### config.mk
export PLATFORM = sky130hd
export DESIGN_NAME = game_tick_ctrl
export DESIGN_NICKNAME = d
export VERILOG_FILES = /design/src/rtl/game_pkg.sv /design/src/rtl/tick_prescaler.sv /design/src/rtl/game_tick_ctrl.sv
export SDC_FILE = /design/constraint.sdc
export NUM_CORES = 1
export LEC_CHECK = 0
export CAP_MARGIN = 20
export CORE_ASPECT_RATIO = 1.75
export CORE_MARGIN = 4
export CORE_UTILIZATION = 45
export CTS_BUF_LIST = sky130_fd_sc_hd__clkbuf_4 sky130_fd_sc_hd__clkbuf_8
export DETAILED_ROUTE_END_ITERATION = 6
export PLACE_DENSITY = 0.66
export SLEW_MARGIN = 5
export SYNTH_ARGS = -nofsm -noshare
export SYNTH_HDL_FRONTEND = slang
export SYNTH_SLANG_ARGS = --single-unit
export TNS_END_PERCENT = 1
### constraint.sdc
create_clock -name clock_in -period 3.5 [get_ports clock_in]
set_clock_uncertainty 0.15 [all_clocks]
set_input_delay 0.7 -clock clock_in [delete_from_list [all_inputs] [get_ports clock_in]]
set_output_delay 0.7 -clock clock_in [all_outputs]
set_load 0.01 [all_outputs]
### src/rtl/game_pkg.sv
// Shared definitions for the game tick controller: state encoding, default
// divider ratios and the saturating frame-counter increment.
package game_pkg;

    typedef enum logic [1:0] {
        ST_IDLE  = 2'd0,
        ST_RUN   = 2'd1,
        ST_PAUSE = 2'd2,
        ST_OVER  = 2'd3
    } game_state_e;

    localparam int DEF_DIV_FAST  = 100000;
    localparam int DEF_GAME_DIV  = 10;
    localparam int DEF_BLINK_DIV = 50;
    localparam int DEF_OVER_LOCK = 2;
    localparam int FRAME_W       = 16;

    function automatic logic [FRAME_W-1:0] sat_inc(input logic [FRAME_W-1:0] v);
        return (v == '1) ? v : v + FRAME_W'(1);
    endfunction

endpackage

### src/rtl/tick_prescaler.sv
// One stage of the divider chain: counts enable pulses 0..DIV-1 and emits a
// strobe on the enable pulse that completes each period.
module tick_prescaler #(
    parameter int DIV = 4
) (
    input  logic clk,
    input  logic srst,
    input  logic enable,
    output logic strobe
);

    localparam int            CW   = (DIV > 1) ? $clog2(DIV) : 1;
    localparam logic [CW-1:0] LAST = CW'(DIV - 1);

    logic [CW-1:0] cnt_q, cnt_d;
    logic          at_last;

    assign at_last = (cnt_q == LAST);

    always_comb begin
        cnt_d = cnt_q;
        if (enable) begin
            cnt_d = at_last ? '0 : cnt_q + CW'(1);
        end
    end

    always_ff @(posedge clk) begin
        if (srst) begin
            cnt_q <= '0;
        end else begin
            cnt_q <= cnt_d;
        end
    end

    // Masked by reset so no strobe escapes while the counter is being cleared.
    assign strobe = enable & at_last & ~srst;

endmodule

### src/rtl/game_tick_ctrl.sv
// Game timing and mode controller: free-running fast/game/blink divider chain
// plus the IDLE/RUN/PAUSE/OVER state machine that gates the game tick.
module game_tick_ctrl
    import game_pkg::*;
#(
    parameter int DIV_FAST  = DEF_DIV_FAST,
    parameter int GAME_DIV  = DEF_GAME_DIV,
    parameter int BLINK_DIV = DEF_BLINK_DIV,
    parameter int OVER_LOCK = DEF_OVER_LOCK
) (
    input  logic               clock_in,
    input  logic               rst,
    input  logic               btn_start,
    input  logic               btn_pause,
    input  logic               collision,
    output logic               tick_fast,
    output logic               tick_game,
    output logic               tick_blink,
    output logic               blink_on,
    output logic [1:0]         state,
    output logic [FRAME_W-1:0] frame_cnt
);

    localparam int LOCK_W = (OVER_LOCK > 0) ? $clog2(OVER_LOCK + 1) : 1;
    localparam logic [LOCK_W-1:0] LOCK_LOAD = LOCK_W'(OVER_LOCK);
    localparam int DIVS [3] = '{DIV_FAST, GAME_DIV, BLINK_DIV};

    // chain[0] is the always-on input; chain[k] is the strobe of stage k.
    logic [3:0] chain;
    logic       tick_game_raw;

    assign chain[0] = 1'b1;

    generate
        for (genvar gi = 0; gi < 3; gi++) begin : g_stage
            tick_prescaler #(
                .DIV (DIVS[gi])
            ) u_div (
                .clk    (clock_in),
                .srst   (rst),
                .enable (chain[gi]),
                .strobe (chain[gi+1])
            );
        end
    endgenerate

    assign tick_fast     = chain[1];
    assign tick_game_raw = chain[2];
    assign tick_blink    = chain[3];

    game_state_e        state_q, state_d;
    logic [FRAME_W-1:0] frame_q, frame_d;
    logic [LOCK_W-1:0]  lock_q, lock_d;
    logic               blink_q, blink_d;
    logic [2:0]         btn_q;
    logic               start_edge, pause_edge, coll_edge;

    // btn_q holds last cycle's {collision, pause, start} levels.
    assign start_edge = btn_start & ~btn_q[0];
    assign pause_edge = btn_pause & ~btn_q[1];
    assign coll_edge  = collision & ~btn_q[2];

    assign tick_game = tick_game_raw & (state_q == ST_RUN);

    always_comb begin
        state_d = state_q;
        frame_d = frame_q;
        lock_d  = lock_q;
        blink_d = blink_q;

        if (tick_game) begin
            frame_d = sat_inc(frame_q);
        end
        if (tick_blink && (lock_q != '0)) begin
            lock_d = lock_q - LOCK_W'(1);
        end
        if (tick_blink) begin
            blink_d = ~blink_q;
        end

        case (state_q)
            ST_IDLE: begin
                if (start_edge) begin
                    state_d = ST_RUN;
                    frame_d = '0;
                end
            end
            ST_RUN: begin
                if (coll_edge) begin
                    state_d = ST_OVER;
                    lock_d  = LOCK_LOAD;
                end else if (pause_edge) begin
                    state_d = ST_PAUSE;
                end
            end
            ST_PAUSE: begin
                if (pause_edge) begin
                    state_d = ST_RUN;
                end
            end
            ST_OVER: begin
                if (start_edge && (lock_q == '0)) begin
                    state_d = ST_IDLE;
                end
            end
            default: state_d = ST_IDLE;
        endcase

        // Blink is pinned high while running and restarts from high on exit.
        if ((state_q == ST_RUN) || (state_d == ST_RUN)) begin
            blink_d = 1'b1;
        end
    end

    always_ff @(posedge clock_in) begin
        if (rst) begin
            state_q <= ST_IDLE;
            frame_q <= '0;
            lock_q  <= '0;
            blink_q <= 1'b1;
            btn_q   <= '0;
        end else begin
            state_q <= state_d;
            frame_q <= frame_d;
            lock_q  <= lock_d;
            blink_q <= blink_d;
            btn_q   <= {collision, btn_pause, btn_start};
        end
    end

    assign state     = state_q;
    assign frame_cnt = frame_q;
    assign blink_on  = blink_q;

endmodule

; Word level (Yosys, flattened, before mapping)
; Cells that the tools add are included.
[op_classes]
muxes = 15
addsub = 5
bitwise = 14
n_reduce_logical = 8
n_eq_ne = 8
[ops]
columns = operator, count
row1 = $mux 16, 4
row2 = $add 17x1->17 const B, 1
row3 = $eq 17x17->1 const B, 1
row4 = $add 16x1->16 const B, 1
row5 = $eq 16x16->1 const B, 1
row6 = $mux 2, 8
row7 = $and 1x1->1, 9
row8 = $pmux 2 s4, 1
row9 = $add 6x1->6 const B, 1
row10 = $eq 6x6->1 const B, 1
row11 = $mux 6, 1
row12 = $not 1->1, 5
row13 = $add 4x1->4 const B, 1
row14 = $eq 2x1->1 const B, 2
row15 = $eq 2x2->1 const B, 2
row16 = $eq 4x4->1 const B, 1
row17 = $logic_not 2->1, 2
row18 = $mux 4, 1
row19 = $reduce_or 2->1, 2
row20 = $logic_and 1x1->1, 2
row21 = $reduce_bool 2->1, 1
row22 = $sub 2x1->2 const B, 1
row23 = $logic_or 1x1->1, 1
[totals]
elab_cells = 58
in_bits = 5
reg_bits = 51
out_inout_bits = 22

; Longest topological paths before layout
[depth]
word_depth = 10
mapped_depth = 8

; Modules after synthesis
; A second synthesis with hierarchy kept.
[hier_totals]
hier_cells = 286
hier_area_um2 = 2643.8
[by_module_without_submodules]
columns = mod, cells_per_inst, area_per_inst_um2, instances, seq_area_each_um2
row1 = game_tick_ctrl, 139, 1241.2, 1, 480.5
row2 = tick_prescaler (g_stage[0].u_div), 96, 910.9, 1, 340.3
row3 = tick_prescaler (g_stage[2].u_div), 31, 297.8, 1, 120.1
row4 = tick_prescaler (g_stage[1].u_div), 20, 193.9, 1, 80.1

; Worst setup path before layout
; No wires, ideal clock.
[synth_timing]
path_type = in2reg
startpoint = in rst
endpoint = reg frame_q[8], in the netlist frame_cnt[8]
setup_time_ns = 0.071
arrival_ns = 2.137
setup_slack_ns = 1.143
cell_stages = 6
cell_sequence = nor3b_4 -> nand3_4 -> or4_1 -> buf_2 -> or3_1 -> a21oi_1
[synth_between]
elab_chain_len = 8
[synth_lines]
columns = item, line_no
row1 = from (decl), game_tick_ctrl.sv:12  ; input logic rst,
row2 = $not 1->1, tick_prescaler.sv:36  ; assign strobe = enable & at_last & ~srst;
row3 = $and 1x1->1 (3 in a row), tick_prescaler.sv:36
row4 = $and 1x1->1, game_tick_ctrl.sv:63  ; assign tick_game = tick_game_raw & (state_q == ST_RUN);
row5 = $mux 16, game_tick_ctrl.sv:71  ; if (tick_game) begin
row6 = $mux 16, game_tick_ctrl.sv:83  ; if (start_edge) begin
row7 = $mux 16, game_tick_ctrl.sv:81  ; case (state_q)
row8 = to (signal assigned), game_tick_ctrl.sv:124  ; frame_q <= frame_d;
row9 = to (decl), game_tick_ctrl.sv:52  ; logic [FRAME_W-1:0] frame_q, frame_d;
; Several ways; a longest one is shown, not always the timed one.
; A chain may end at the register's enable or synchronous reset.

; Worst setup path after layout
[layout_timing]
startpoint = reg g_stage[0].u_div.cnt_q[0]
endpoint = out tick_blink
[layout_between]
elab_chain_len = 6
[layout_lines]
columns = item, line_no
row1 = from (decl), tick_prescaler.sv:15  ; logic [CW-1:0] cnt_q, cnt_d;
row2 = from (signal assigned), tick_prescaler.sv:31  ; cnt_q <= cnt_d;
row3 = $eq 17x17->1, tick_prescaler.sv:18  ; assign at_last = (cnt_q == LAST);
row4 = $and 1x1->1 (5 in a row), tick_prescaler.sv:36
row5 = to (decl), game_tick_ctrl.sv:18  ; output logic tick_blink,
; No other way between the ends.

==> qor.csv <==
stage,metric,value,unit
floorplan,die width,64.13,microns
sta,Max Slew Vio Count,0,
cells_and_area,"Core Util, Final",0.5599,
yosys,Post-synth EDFFs,0,
yosys,Syn. warnings,0,
sta,Max Clk Rate,302.3,MHz
worst_setup_path,crit end category,primary output,
routing,WL per Instance,13.09,microns
cells_and_area,register area,0.001021,sq mm
worst_hold_path,HP Class,flop to flop,
yosys,Main synth FF type,dfxtp_1,
sta,Least-Margin Pin Slew,0.8862,ns
routing,post-route ant nets,0,
yosys,register bit total from synthesis,51,
sta,Tmin final,3.308,ns
worst_setup_path,Setup crit start kind,flop,
worst_setup_path,crit path max fanout,9,
grt,initial antenna violation count,0,
floorplan,# IOs,27,
routing,total routed wirelength,5.093,mm
pwr,PD cells,386.0,mW/mm^2
floorplan,core area,0.005299,sq mm
routing,vias,2110,
worst_setup_path,CP required,2.65,ns
sta,Hold WS,0.3326,ns
grt,total congestion overflow,0,
pwr,Peak VDD IR,0.2560,mV
cts,clock sink count,51,
cells_and_area,Layout Nets,324,
worst_hold_path,hold path cells,1,
cells_and_area,most frequent cells in the layout,"51 x dfxtp_1, 35 x nor2_1, 26 x clkdlybuf4s50_1, 18 x nand3_1, 18 x a21oi_1",
sta,Final period util,0.9451,
cts,CTS Root Cell,clkbuf_8,
sta,Fin. Hold Viols,0,
routing,Pre-antenna DRT Iters,4,
flow_run,max_cap viols,0,
cts,clock-pin slew on the worst setup and hold paths,0.09,ns
grt,vias in the first global route,1988,
cells_and_area,antenna cells,0,
run_status,run status,"complete, no violations",
cts,CTS buffer count,5,
cts,Post-CTS Hold Fix Bufs,0,
cells_and_area,fillcell total,515,
grt,first-pass GRT wire length,8.742,mm
cells_and_area,area grow syn2layout,19.57,%
cells_and_area,"most common cell after layout, fill and taps aside",dfxtp_1,
yosys,Synth Instances,285,
worst_setup_path,FF-to-FF path depth,7,
cts,CTS HTree Levels,2,
yosys,"Avg Cell Area, Syn",8.706,sq um
yosys,post-synth design cell area,0.002481,sq mm
cts,Skew-Pair Late Insertion Delay,0.31,ns
grt,largest net degree at the start of global routing,25,
yosys,"Seq/Total Area, Yosys",0.4115,
routing,DRC,0,
worst_setup_path,path type of the worst setup path,flop to primary output,
routing,DR vias/cell,5.424,
floorplan,Initial Utilization,0.4682,
cts,CTS tree,built,
floorplan,num rows,35,
cts,Post-CTS Setup Repair Bufs,0,
worst_setup_path,register-to-register setup slack,0.90,ns
worst_setup_path,reg-to-reg startpoint,g_stage[0].u_div.cnt_q[0]$_SDFF_PP0_,
placed_design,RD Place Congestion,0.7695,
worst_hold_path,Worst Hold Endpoint,g_stage[0].u_div.cnt_q[0]$_SDFF_PP0_,
yosys,Synth cell types,42,
cells_and_area,area of the multi-input gates,0.001396,sq mm
worst_setup_path,arrival time worst endpoint,2.46,ns
floorplan,die area,0.006813,sq mm
yosys,ys async rst share,0,
placed_design,IO buf count,26,
grt,GRT Resource Usage Total,0.1589,
cts,post-cts resize count,0,
placed_design,dpl hpwl,3.715,mm
sta,slew margin rel.,0.4038,
cts,clk buf depth,2,
routing,initial DRC count,140,
worst_setup_path,r2r endpoint,frame_cnt[8]$_SDFF_PP0_,
sta,setup_tns,0,ns
floorplan,Die Y,106.2,microns
yosys,syn nets,295,
pwr,P_leak,0.9729,nW
sta,RSZ-0062 raised after global routing,no,
worst_hold_path,Hold Crit Start,g_stage[0].u_div.cnt_q[0]$_SDFF_PP0_,
sta,Final Setup Violations,0,
cells_and_area,layout cells sized above 1,0.06667,
-- per-stage QoR --
stage	instances	worst slack (ns)	power (W)	cell area, sq um
6_report	389	0.1921	0.001145	2967
5_1_grt	389	0.01196	0.001188	2967
4_1_cts	389	0.1716	0.001158	2967
3_5_place_dp	381	0.3218	0.0006714	2830
3_3_place_gp	381	0.3139	0.0006701	2830
2_1_floorplan	285	1.143	0.0006488	2481
-- flip-flops by register name, summed over array words and instances, names as in the netlist --
| signal | flops |
|---|---|
| blink_on | 1 |
| lock_q | 2 |
| frame_cnt | 16 |
| state | 2 |
| g_stage.u_div.cnt_q | 27 |
| btn_q | 3 |
-- report_power, final --
part | total, W | switching (W) | internal [W] | leakage (nW)
Clock | 0.000488 | 0.000195 | 0.000293 | 0.0688
Combinational | 0.0000586 | 0.0000329 | 0.0000258 | 0.491
Sequential | 0.000598 | 0.00000932 | 0.000589 | 0.413
Total | 0.00114 | 0.000237 | 0.000908 | 0.973
-- critical path, stage by stage (launching register included) --
cell and delay (ns):
dfxtp_1 0.40, ha_1 0.25, and4_1 0.32, nand4_2 0.29, nor3_1 0.31, clkdlybuf4s50_1 0.58
-- per-layer routing --
layer  track usage  part of all wire
met1        0.1796              0.42
met2        0.2835              0.53
met3       0.02960             0.026
met4       0.07110             0.021
met5             0                 0
-- cells by family (layout without fill, tap and decap cells) --
| family | Yosys count | count (layout) | synth area share |
|---|---|---|---|
| and+or+nand+nor | 143 | 143 | 0.3409 |
| buffers and inverters | 16 | 46 | 0.02572 |
| xor gates and xnor gates | 24 | 24 | 0.08472 |
| adders and majority gates | 5 | 5 | 0.02521 |
| DFF | 51 | 51 | 0.4115 |
| AOI/OAI and AO/OA | 42 | 42 | 0.09532 |
| muxes | 4 | 4 | 0.01664 |
-- layout make-up --
cell class,instances,area share
multi-input combinational,218,0.4707
sequential,51,0.3442
timing repair buffer,30,0.09785
tap,74,0.03121
clock buffer,6,0.02573
clock inverter,2,0.02024
inverter,8,0.01012
-- cell usage after synthesis (4+ instances only) --
library cell / number / area, sq um
xor2_1: 10 / 87.58
nand4_1: 10 / 62.56
and3_1: 4 / 25.02
nand2_1: 12 / 45.04
ha_1: 5 / 62.56
inv_1: 8 / 30.03
clkbuf_1: 5 / 18.77
nand3_1: 18 / 90.09
nor2b_1: 6 / 37.54
nor3_1: 15 / 75.07
dfxtp_1: 51 / 1021
xnor2_1: 14 / 122.6
nor2_1: 35 / 131.4
nor4_1: 5 / 31.28
nand2b_1: 4 / 25.02
or3_1: 9 / 56.30
a21oi_1: 18 / 90.09
o21ai_0: 14 / 70.07
and4_1: 8 / 70.07
-- how the worst max path moves through the flow --
| stage | startpoint | endpoint | slack (ns) |
|---|---|---|---|
| 6_report | g_stage[0].u_div.cnt_q[0]$_SDFF_PP0_ | tick_blink | 0.19 |
| 3_5_place_dp | rst | tick_blink | 0.32 |
| 2_1_floorplan | rst | frame_cnt[8]$_SDFF_PP0_ | 1.14 |
| 4_1_cts | g_stage[0].u_div.cnt_q[0]$_SDFF_PP0_ | tick_blink | 0.17 |
| 3_3_place_gp | rst | tick_blink | 0.31 |
| 5_1_grt | g_stage[0].u_div.cnt_q[0]$_SDFF_PP0_ | tick_blink | 0.01 |
No activity file was read; power rests on OpenSTA's default activity.
